<file path="src/rtl/pkt_ctrl_pkg.sv">
// Shared types and default header values for the packet-framing controller.
package pkt_ctrl_pkg;

   typedef enum logic [1:0] {
      HUNT    = 2'd0,
      PAYLOAD = 2'd1,
      CHK     = 2'd2
   } st_t;

   localparam logic [7:0] DEF_HDR_A = 8'hA5;
   localparam logic [7:0] DEF_HDR_B = 8'hC3;

endpackage

</file>
<file path="src/rtl/serial_byte_det.sv">
// Byte-complete detector: one-cycle pulse on the falling edge of the shift enable.
module serial_byte_det (
   input  logic clk,
   input  logic reset,
   input  logic serial_en,
   output logic byte_cmp
);

   logic r_en_q;

   always_ff @(posedge clk) begin
      if (reset) r_en_q <= 1'b0;
      else       r_en_q <= serial_en;
   end

   assign byte_cmp = r_en_q & ~serial_en;

endmodule

</file>
<file path="src/rtl/pkt_ctrl.sv">
// Packet-framing controller: header hunt, payload counting, registered FIFO writes.
// Optional trailing checksum check is enabled by defining PKT_CHKSUM_EN.
module pkt_ctrl
   import pkt_ctrl_pkg::*;
#(
   parameter int         PAYLOAD_BYTES = 4,
   parameter logic [7:0] HDR_A         = DEF_HDR_A,
   parameter logic [7:0] HDR_B         = DEF_HDR_B
) (
   input  logic       clk,
   input  logic       reset,
   input  logic       serial_en,
   input  logic [7:0] rx_byte,
   input  logic       fifo_full,
   output logic       write,
   output logic [7:0] wr_data,
   output logic       pkt_type,
   output logic       pkt_done,
   output logic       ovf,
   output logic       chk_err
);

   localparam int            CW   = $clog2(PAYLOAD_BYTES + 1);
   localparam logic [CW-1:0] LAST = CW'(PAYLOAD_BYTES - 1);

   st_t           r_state, w_nxt_state;
   logic [CW-1:0] r_cnt, w_nxt_cnt;
   logic          w_byte_cmp, w_is_hdr;
   logic          w_wr, w_ovf, w_done, w_ld_type;
   logic          r_write, r_ovf, r_done, r_pkt_type;
   logic [7:0]    r_wr_data;

   serial_byte_det u_det (
      .clk       (clk),
      .reset     (reset),
      .serial_en (serial_en),
      .byte_cmp  (w_byte_cmp)
   );

   assign w_is_hdr = (rx_byte == HDR_A) || (rx_byte == HDR_B);

`ifdef PKT_CHKSUM_EN
   logic [7:0] r_sum;
   logic       w_err, r_chk_err;

   // Running sum covers header and every payload byte, dropped ones included.
   always_ff @(posedge clk) begin
      if (reset) begin
         r_sum <= 8'h00;
      end else if (w_byte_cmp) begin
         if (r_state == HUNT && w_is_hdr) r_sum <= rx_byte;
         else if (r_state == PAYLOAD)     r_sum <= r_sum + rx_byte;
      end
   end
`endif

   always_ff @(posedge clk) begin
      if (reset) begin
         r_state <= HUNT;
         r_cnt   <= '0;
      end else begin
         r_state <= w_nxt_state;
         r_cnt   <= w_nxt_cnt;
      end
   end

   always_comb begin
      w_nxt_state = r_state;
      w_nxt_cnt   = r_cnt;
      w_wr        = 1'b0;
      w_ovf       = 1'b0;
      w_done      = 1'b0;
      w_ld_type   = 1'b0;
`ifdef PKT_CHKSUM_EN
      w_err       = 1'b0;
`endif
      case (r_state)
         HUNT: begin
            if (w_byte_cmp && w_is_hdr) begin
               w_ld_type   = 1'b1;
               w_nxt_cnt   = '0;
               w_nxt_state = PAYLOAD;
            end
         end
         PAYLOAD: begin
            if (w_byte_cmp) begin
               w_wr  = ~fifo_full;
               w_ovf = fifo_full;
               if (r_cnt == LAST) begin
                  w_nxt_cnt   = '0;
`ifdef PKT_CHKSUM_EN
                  w_nxt_state = CHK;
`else
                  w_nxt_state = HUNT;
                  w_done      = 1'b1;
`endif
               end else begin
                  w_nxt_cnt = r_cnt + CW'(1);
               end
            end
         end
`ifdef PKT_CHKSUM_EN
         CHK: begin
            if (w_byte_cmp) begin
               w_err       = (rx_byte != r_sum);
               w_done      = 1'b1;
               w_nxt_state = HUNT;
            end
         end
`endif
         default: w_nxt_state = HUNT;
      endcase
   end

   always_ff @(posedge clk) begin
      if (reset) begin
         r_write    <= 1'b0;
         r_ovf      <= 1'b0;
         r_done     <= 1'b0;
         r_wr_data  <= 8'h00;
         r_pkt_type <= 1'b0;
      end else begin
         r_write <= w_wr;
         r_ovf   <= w_ovf;
         r_done  <= w_done;
         if (w_wr)      r_wr_data  <= rx_byte;
         if (w_ld_type) r_pkt_type <= (rx_byte == HDR_B);
      end
   end

`ifdef PKT_CHKSUM_EN
   always_ff @(posedge clk) begin
      if (reset) r_chk_err <= 1'b0;
      else       r_chk_err <= w_err;
   end
   assign chk_err = r_chk_err;
`else
   assign chk_err = 1'b0;
`endif

   assign write    = r_write;
   assign wr_data  = r_wr_data;
   assign ovf      = r_ovf;
   assign pkt_done = r_done;
   assign pkt_type = r_pkt_type;

endmodule

</file>
<file path="config.mk">
export PLATFORM = sky130hd
export DESIGN_NAME = pkt_ctrl
export DESIGN_NICKNAME = d
export VERILOG_FILES = /design/src/rtl/pkt_ctrl_pkg.sv /design/src/rtl/serial_byte_det.sv /design/src/rtl/pkt_ctrl.sv
export SDC_FILE = /design/constraint.sdc
export NUM_CORES = 1
export LEC_CHECK = 0
export BUFFER_PORTS_ARGS = -buffer_cell sky130_fd_sc_hd__buf_2
export CORE_MARGIN = 2
export CORE_UTILIZATION = 42
export DETAILED_ROUTE_END_ITERATION = 7
export HOLD_SLACK_MARGIN = 0.05
export PLACE_DENSITY = 0.84
export SLEW_MARGIN = 20
export SYNTH_ARGS = -nofsm -noshare
export SYNTH_HDL_FRONTEND = slang
export SYNTH_SLANG_ARGS = --single-unit
</file>
<file path="constraint.sdc">
create_clock -name clk -period 1 [get_ports clk]
set_input_delay 0.2 -clock clk [delete_from_list [all_inputs] [get_ports clk]]
set_output_delay 0.2 -clock clk [all_outputs]
set_load 0.05 [all_outputs]
</file>
### After elaboration in Yosys (flattened, before gate mapping)

Index checks and enable logic that the tools add are counted.
W data, S select, Z words.

| operators by class | value |
|---|---|
| $add $sub $neg | 1 |
| reduce and logical (&&, ||, !) cells | 7 |
| mux-type cells | 13 |
| bitwise logic cells | 5 |
| equality and inequality tests | 7 |

Operators with widths:

| operator | count |
|---|---|
| $eq A8 B8 Y1 const B | 2 |
| $mux W3 | 3 |
| $mux W2 | 3 |
| $ne A2 B2 Y1 const B | 3 |
| $pmux W3 S2 | 1 |
| $reduce_and A3 Y1 | 2 |
| $mux W1 | 5 |
| $not A1 Y1 | 4 |
| $pmux W2 S2 | 1 |
| $add A3 B1 Y3 const B | 1 |
| $eq A3 B2 Y1 const B | 1 |
| $reduce_or A3 Y1 | 1 |
| $eq A2 B1 Y1 const B | 1 |
| $logic_not A2 Y1 | 1 |
| $reduce_bool A2 Y1 | 1 |
| $and A1 B1 Y1 | 1 |
| $logic_and A1 B1 Y1 | 1 |
| $logic_or A1 B1 Y1 | 1 |

| storage, ports and cells | value |
|---|---|
| flip-flop bits (word level) | 18 |
| input bits | 12 |
| word-level logic and storage cells | 41 |

### Depth between registers and ports, before layout

Gate-level depths: netlist (run 1).

| depth | value |
|---|---|
| depth in word-level cells | 5 |
| depth in mapped cells | 5 |
| depth with buffers taken out | 5 |

### Cells and area by module

Synthesis (run 1) repeated with hierarchy kept, for this count alone.

| unflattened totals | value |
|---|---|
| cells, all modules | 66 |
| area total of the unflattened synthesis | 690.7 µm² |

Modules (own cells, without submodules):

| module | sequential area each (µm²) | area each (µm²) | cells an instance | times used |
|---|---|---|---|---|
| pkt_ctrl | 320.3 | 655.6 | 63 | 1 |
| serial_byte_det | 20.0 | 35.0 | 3 | 1 |

### Least setup slack after synthesis (run 1)

Ideal clock, no wire load.

| timing | value |
|---|---|
| kind | register to register |
| start | reg r_state[0] |
| end | reg r_wr_data[4] (netlist: wr_data[4]) |
| arrival time | 1.040 ns |
| setup slack | -0.111 ns |
| stages on the path, launching flop included | 5 |
| buffers on the path | 0 |
| cells stage by stage | dfxtp_1 nand3b_1 nor2_1 nand2_1 a21oi_1 |

| on the way | value |
|---|---|
| cells in the longest elaborated chain, start to end | 2 |

Ends and longest elaborated chain:

| element | RTL line | text |
|---|---|---|
| start, declared | pkt_ctrl.sv:26 | `st_t r_state, w_nxt_state;` |
| start signal, assigned | pkt_ctrl.sv:62 | `r_state <= w_nxt_state;` |
| $eq A2 B1 Y1 | pkt_ctrl.sv:77 | `case (r_state)` |
| $mux W1 | pkt_ctrl.sv:77 |  |
| end signal, assigned | pkt_ctrl.sv:126 | `if (w_wr) r_wr_data <= rx_byte;` |
| end, declared | pkt_ctrl.sv:31 | `logic [7:0] r_wr_data;` |

Every way passes these cells.
A chain may end at the register's enable or synchronous reset.

### Worst setup path after layout (run 1)

| timing | value |
|---|---|
| start | reg u_det.r_en_q |
| end | reg r_wr_data[0] (netlist: wr_data[0]) |

| on the way | value |
|---|---|
| cells in the longest elaborated chain, start to end | 3 |

Ends and longest elaborated chain:

| element | RTL line | text |
|---|---|---|
| start, declared | serial_byte_det.sv:9 | `logic r_en_q;` |
| start signal, assigned | serial_byte_det.sv:13 | `else r_en_q <= serial_en;` |
| $and A1 B1 Y1 | serial_byte_det.sv:16 | `assign byte_cmp = r_en_q & ~serial_en;` |
| $mux W1 | pkt_ctrl.sv:86 | `if (w_byte_cmp) begin` |
| $mux W1 | pkt_ctrl.sv:77 |  |

Every way passes these cells.

==> results of run 1 <==
[flip-flops by register name (all words and copies together), names as in the netlist]
name	count
r_cnt	3
wr_data	8
ovf	1
pkt_done	1
u_det.r_en_q	1
r_state	1
pkt_type	1
write	1
[power groups by stage]
| stage | clock network (mW) | registers (mW) | logic [mW] |
|---|---|---|---|
| floorplan | 0 | 0.697 | 0.0411 |
| global placement | 0 | 0.696 | 0.0766 |
| detailed placement | 0 | 0.696 | 0.0776 |
| CTS | 0.363 | 0.680 | 0.0795 |
| global route | 0.406 | 0.681 | 0.0893 |
| finish | 0.361 | 0.680 | 0.0831 |
[per-stage QoR]
step / instances / util / hold WS (ns) / setup TNS (ns)
2_1_floorplan: 75 / - / 0.3360 / -0.1709
3_3_place_gp: 119 / 0.5891 / 0.4507 / -2.136
3_5_place_dp: 119 / 0.5891 / 0.4585 / -2.571
4_1_cts: 126 / 0.7006 / 0.1477 / -0.3929
5_1_grt: 126 / 0.7335 / 0.1552 / -1.625
6_report: 126 / 0.7335 / 0.1647 / -0.4010
[routing by layer]
metal / track usage / vias to the layer above / part of all wire
met5: 0 / - / 0
met4: 0.09412 / 0 / 0.033
met3: 0.05200 / 6 / 0.039
met2: 0.2943 / 24 / 0.55
met1: 0.2395 / 318 / 0.38
li1: - / 333 / -
[timing repair]
action,in CTS,in global routing
setup endpoints to repair,28,25
resized for setup,40,19
setup buffers,3,0
pin swaps,4,3
[worst max-delay path by stage]
stage	from	end	slack [ns]	cells after the start
floorplan	rx_byte[3]	pkt_type	-0.08	4
global placement	rx_byte[3]	pkt_type	-0.22	5
detailed placement	rx_byte[6]	pkt_type	-0.30	5
CTS	u_det.r_en_q	wr_data[3]	-0.05	6
global route	u_det.r_en_q	wr_data[0]	-0.15	6
finish	u_det.r_en_q	wr_data[0]	-0.08	6
[critical path: stages, from the launching register on]
cell and delay, ns:
dfxtp_2 0.35, nand3b_1 0.09, buf_6 0.15, nor2_4 0.07, buf_6 0.13, nand2_1 0.05, a21oi_1 0.15
[cell families (layout without fill, tap and decap cells)]
logic type | Yosys count | count (layout) | synth area share
AOI/OAI and AO/OA | 21 | 21 | 0.2151
adders and majority gates | 1 | 1 | 0.01748
buffers and inverters | 8 | 43 | 0.04720
DFF | 17 | 17 | 0.4755
muxes | 1 | 1 | 0.01399
other | 1 | 1 | 0.005240
and+or+nand+nor | 26 | 26 | 0.2255
[cells in the mapped netlist]
cell type	instances
dfxtp_1	17
a21oi_1	9
nand2_1	9
o21ai_0	8
clkbuf_1	3
inv_1	3
nor2_1	3
nand3b_1	2
nor3_1	2
nor3b_1	2
a2111oi_4	1
a221oi_1	1
a31oi_1	1
and3_1	1
and4bb_1	1
and4bb_2	1
and4bb_4	1
buf_1	1
buf_4	1
conb_1	1
ha_1	1
mux2i_1	1
nand2b_1	1
nand3_1	1
nor2_4	1
nor2b_1	1
o2111ai_4	1
[final cells by class]
cell class | instances | share of cell area
Timing Repair Buffer | 36 | 0.2943
Inverter | 3 | 0.009847
Sequential cell | 17 | 0.3129
Multi-Input combinational cell | 50 | 0.3425
Tap cell | 16 | 0.01751
Clock buffer | 4 | 0.02298
==> metrics.txt, run 1 <==
number of detailed-routing iterations run before antenna repair=4; worst skew pair latency=roughly 0.28 ns; endpoint of the most critical register-to-register path=wr_data[0]; maximum net fanout on the critical path=8; instance count of the mapped netlist=75; top-level port count=25; PnR Total Power=1.124 mW; maximum level of the CTS H-tree=1; Port Buf Inserts=23; DP HPWL=1196 um; Leakage Power=approximately 0.44 nW; maximum capacitance violations=0; Placement Cell Area=roughly 900 um2; share of total power in the clock network=0.321; Clock Skews=~0.0024 ns; status=finished, violations left; clock transition at the register clock pins on the worst setup and hold paths after CTS=0.10 ns; horizontal die dimension=45.28 um; most area-hungry cell type in the Yosys netlist=dfxtp_1; data required time of the worst path=1.20 ns; FF/Latch Area=357.8 um2; Internal Power=866.4 uW; largest net degree at the start of global routing=19; area of the core=~0.0016 mm2; worst-case vdd ir drop=roughly 0.00094 V; Max Slew Vio Count=0; Die Ht=~45 um; Worst Path Class, Setup=reg -> reg; area enclosed by the die boundary=0.002050 mm2; number of vias after detailed routing=681; net count after synthesis=a little under 90; type of the worst min-delay path=in -> reg; arrival time at the worst endpoint=~1.3 ns; remaining global-route overflow=0; most frequent cells in the layout=dfxtp_2 (14), buf_2 (11), buf_6 (11); antenna fix cells=0; setup repair after global routing missed its margin=yes; violated checks=negative setup slack; number of antenna violations at the first check in global routing=0; endpoints failing setup=12; number of standard-cell rows in the floorplan=14; via-per-instance ratio=5.405; Area Overhead vs Synth=59.79%; total wire length after detailed routing=~1900 um; DRC errors left=0; worst reg2reg path depth=6; category of the worst setup path launch point=flop; number of flip-flops and latches in the synthesized netlist=17; number of buffers on the longest clock path=2; Highest Clock Rate=about 0.9 GHz; share of the cycle needed by the critical path after routing=1.078; first-iteration detailed-routing DRC count=15; number of antenna-violating nets in the routed design=0; net count of the finished layout=about 120; end point of the worst hold path=wr_data[2]; TritonCTS clock tree=built; number of failing hold endpoints at the final stage=0; start point of the worst hold path=rx_byte[2]; total area of multi-input combinational cells=391.6 um2; cts bufs inserted=3; filler cell count in the final layout=roughly 100; smallest setup slack after layout=-0.07781 ns; fraction of power spent switching nets=0.2293; final standard cell area without fillers=0.001144 mm2; WL per Instance=14.71 um; first-pass GRT wire length=~2700 um; most common cell after layout, fill and taps aside=dfxtp_2; Initial Util=0.4591; Tmin final=between 1 and 1.5 ns; share of power burned in registers=0.605; launch instance of the worst register-to-register path=u_det.r_en_q; routability congestion estimate from global placement=0.7868; Mapped Area=715.7 um2; relative contribution of combinational cells to total power=0.074; share of Yosys cell area claimed by the top area cell type=0.4755; proportion of synthesized chip area in sequential cells=0.4755; synth top area cells=dfxtp_1 (48%), a21oi_1 (6.3%), o21ai_0 (5.6%); Post-CTS Hold Fix Bufs=0; cell depth of the worst min-delay path=3; average cell area after synthesis=9.542 um2; count of synthesis-stage warnings from yosys=0; # clock sinks=17; reg-to-reg setup timing slack=-0.08 ns; global-route total usage across every layer=0.1893; distinct cell type count of the synthesized netlist=27; cell at the root of the clock tree=clkbuf_4; via count of the first global-routing pass=between 500 and 600; Switch Pwr=approximately 260 uW; endpoint type of the worst setup path=flop; layout cell share with drive strength beyond 1=0.6091; power density relative to cell area=approximately 1000 mW/mm2; post-placement setup slack=-0.2976 ns
Power figures use the tool's default switching activity.
==> inputs of run 2 (changes only) <==
- CORE_UTILIZATION: 42 -> 30
- PLACE_DENSITY: 0.84 -> 0.66
==> run 2 against run 1 <==
The run still ends with negative setup slack left. Sequential share of layout area shrank 1.4 points. Non-clock buffer count up 3. Worst setup slack lost 0.018 ns. Global-route usage is 5.3 points lower. Critical path type unchanged.
==> metrics.txt, run 2 (same netlist as run 1, synthesis figures left out) <==
number of failing hold endpoints at the final stage=0; arrival time at the worst endpoint=around 1.3 ns; endpoint type of the worst setup path=flop; clock transition at the register clock pins on the worst setup and hold paths after CTS=approximately 0.10 ns; Placement Cell Area=about 930 um2; TritonCTS clock tree=built; number of flip-flops in the largest register=8; final standard cell count with taps included and fillers excluded=between 100 and 150; most used routing layer in global routing=met2; worst reg2reg path depth=6; type of the worst min-delay path=in -> reg; number of standard-cell rows in the floorplan=17; number of vias after detailed routing=approximately 660; count of placed standard cells including taps=~130; start point of the worst hold path=rx_byte[7]; final standard cell area without fillers=about 0.0012 mm2; largest net degree at the start of global routing=15; maximum level of the CTS H-tree=1; PnR Total Power=around 1.1 mW; area enclosed by the die boundary=around 0.0028 mm2; worst skew pair latency=about 0.28 ns; setup repair after global routing missed its margin=yes; number of buffers on the longest clock path=2; remaining global-route overflow=0; Max Slew Vio Count=0; violated checks=negative setup slack; share of the cycle needed by the critical path after routing=1.096; # clock sinks=17; smallest setup slack after layout=-0.09566 ns; Worst Path Class, Setup=reg -> reg; maximum capacitance violations=0; cell depth of the worst min-delay path=3; data required time of the worst path=1.21 ns; Highest Clock Rate=a little over 0.9 GHz; filler cell count in the final layout=200; horizontal die dimension=~53 um; antenna fix cells=0; reg-to-reg setup timing slack=-0.1 ns; first-iteration detailed-routing DRC count=6; Die Ht=~53 um; WL per Instance=~13 um; maximum net fanout on the critical path=6; Leakage Power=between 0.4 and 0.5 nW; top-level port count=25; worst-case vdd ir drop=between 0.0006 and 0.0007 V; global routing usage on met2=0.2188; category of the worst setup path launch point=flop; via-per-instance ratio=about 4.7; met1 demand-to-capacity share in global routing=0.1748; first-pass GRT wire length=between 2000 and 3000 um; cell at the root of the clock tree=clkbuf_4; number of antenna-violating nets in the routed design=0; status=finished, violations left; DRC errors left=0; most frequent cells in the layout=dfxtp_2 (14), buf_4 (13), buf_2 (11); endpoints failing setup=11; Area Overhead vs Synth=67.13%; number of antenna violations at the first check in global routing=0; cts bufs inserted=3; launch instance of the worst register-to-register path=u_det.r_en_q; area of the core=0.002233 mm2; met3 capacity usage during global routing=0.04000; Initial Util=0.3204; Port Buf Inserts=23; via count of the first global-routing pass=around 600; Clock Skews=roughly 0.0010 ns; Tmin final=approximately 1.1 ns; post-placement setup slack=-0.2948 ns; number of detailed-routing iterations run before antenna repair=2; endpoint of the most critical register-to-register path=wr_data[4]; end point of the worst hold path=wr_data[7]; routability congestion estimate from global placement=approximately 0.73; power density relative to cell area=between 900 and 1000 mW/mm2; total wire length after detailed routing=approximately 1800 um; global-route total usage across every layer=0.1359; layout cell share with drive strength beyond 1=0.6814; DP HPWL=1234 um; net count of the finished layout=around 130; most common cell after layout, fill and taps aside=dfxtp_2
[run 2: cell type report]
class                      count  area, um2  share of cell area
multi-input combinational     50      414.1              0.3462
inverter                       3      11.26            0.009414
tap                           28      35.03             0.02929
clock buffer                   4      26.28             0.02197
timing repair buffer          39      351.6              0.2939
sequential                    17      357.8              0.2992
[run 2: worst max-delay path by stage]
stage	startpoint	end	slack, ns	cells past startpoint
global route	u_det.r_en_q	wr_data[3]	-0.16	6
floorplan	rx_byte[3]	pkt_type	-0.08	4
global placement	rx_byte[2]	pkt_type	-0.23	5
detailed placement	rx_byte[2]	pkt_type	-0.29	5
finish	u_det.r_en_q	wr_data[4]	-0.1	6
CTS	u_det.r_en_q	wr_data[2]	-0.07	6
[run 2: report_power, final]
part	switching (mW)	leakage, nW	internal [mW]
Sequential	0.00140	0.144	0.679
Clock	0.206	0.0150	0.155
Combinational	0.0516	0.296	0.0312
Total	0.258	0.455	0.864
[run 2: what timing repair did]
item                       CTS  global route
setup buffers                2             4
setup endpoints to repair   23            24
resized for setup           33            29
pin swaps                    2             2
hold buffers                 0             0
[run 2: per-layer routing]
layer | up-vias | routed length [um] | share of wire
li1 | 341 | - | -
met1 | 297 | 790 | 0.44
met2 | 17 | 908 | 0.50
met3 | 4 | 86 | 0.047
met4 | 0 | 29 | 0.016
met5 | - | 0 | 0
[run 2: critical path: stages, from the launching register on]
cell,delay (ns)
dfxtp_2,0.34
nand3b_1,0.11
buf_6,0.16
nor2_4,0.10
buf_6,0.12
nand2_2,0.05
a21oi_2,0.14
[run 2: per-stage QoR]
step	hold slack, ns	utilization	setup TNS, ns
finish	0.1490	0.5356	-0.6547
global route	0.1624	0.5356	-1.610
CTS	0.1424	0.4807	-0.6504
detailed placement	0.4580	0.4179	-2.127
global placement	0.4542	0.4179	-1.726
floorplan	0.3360	-	-0.1709
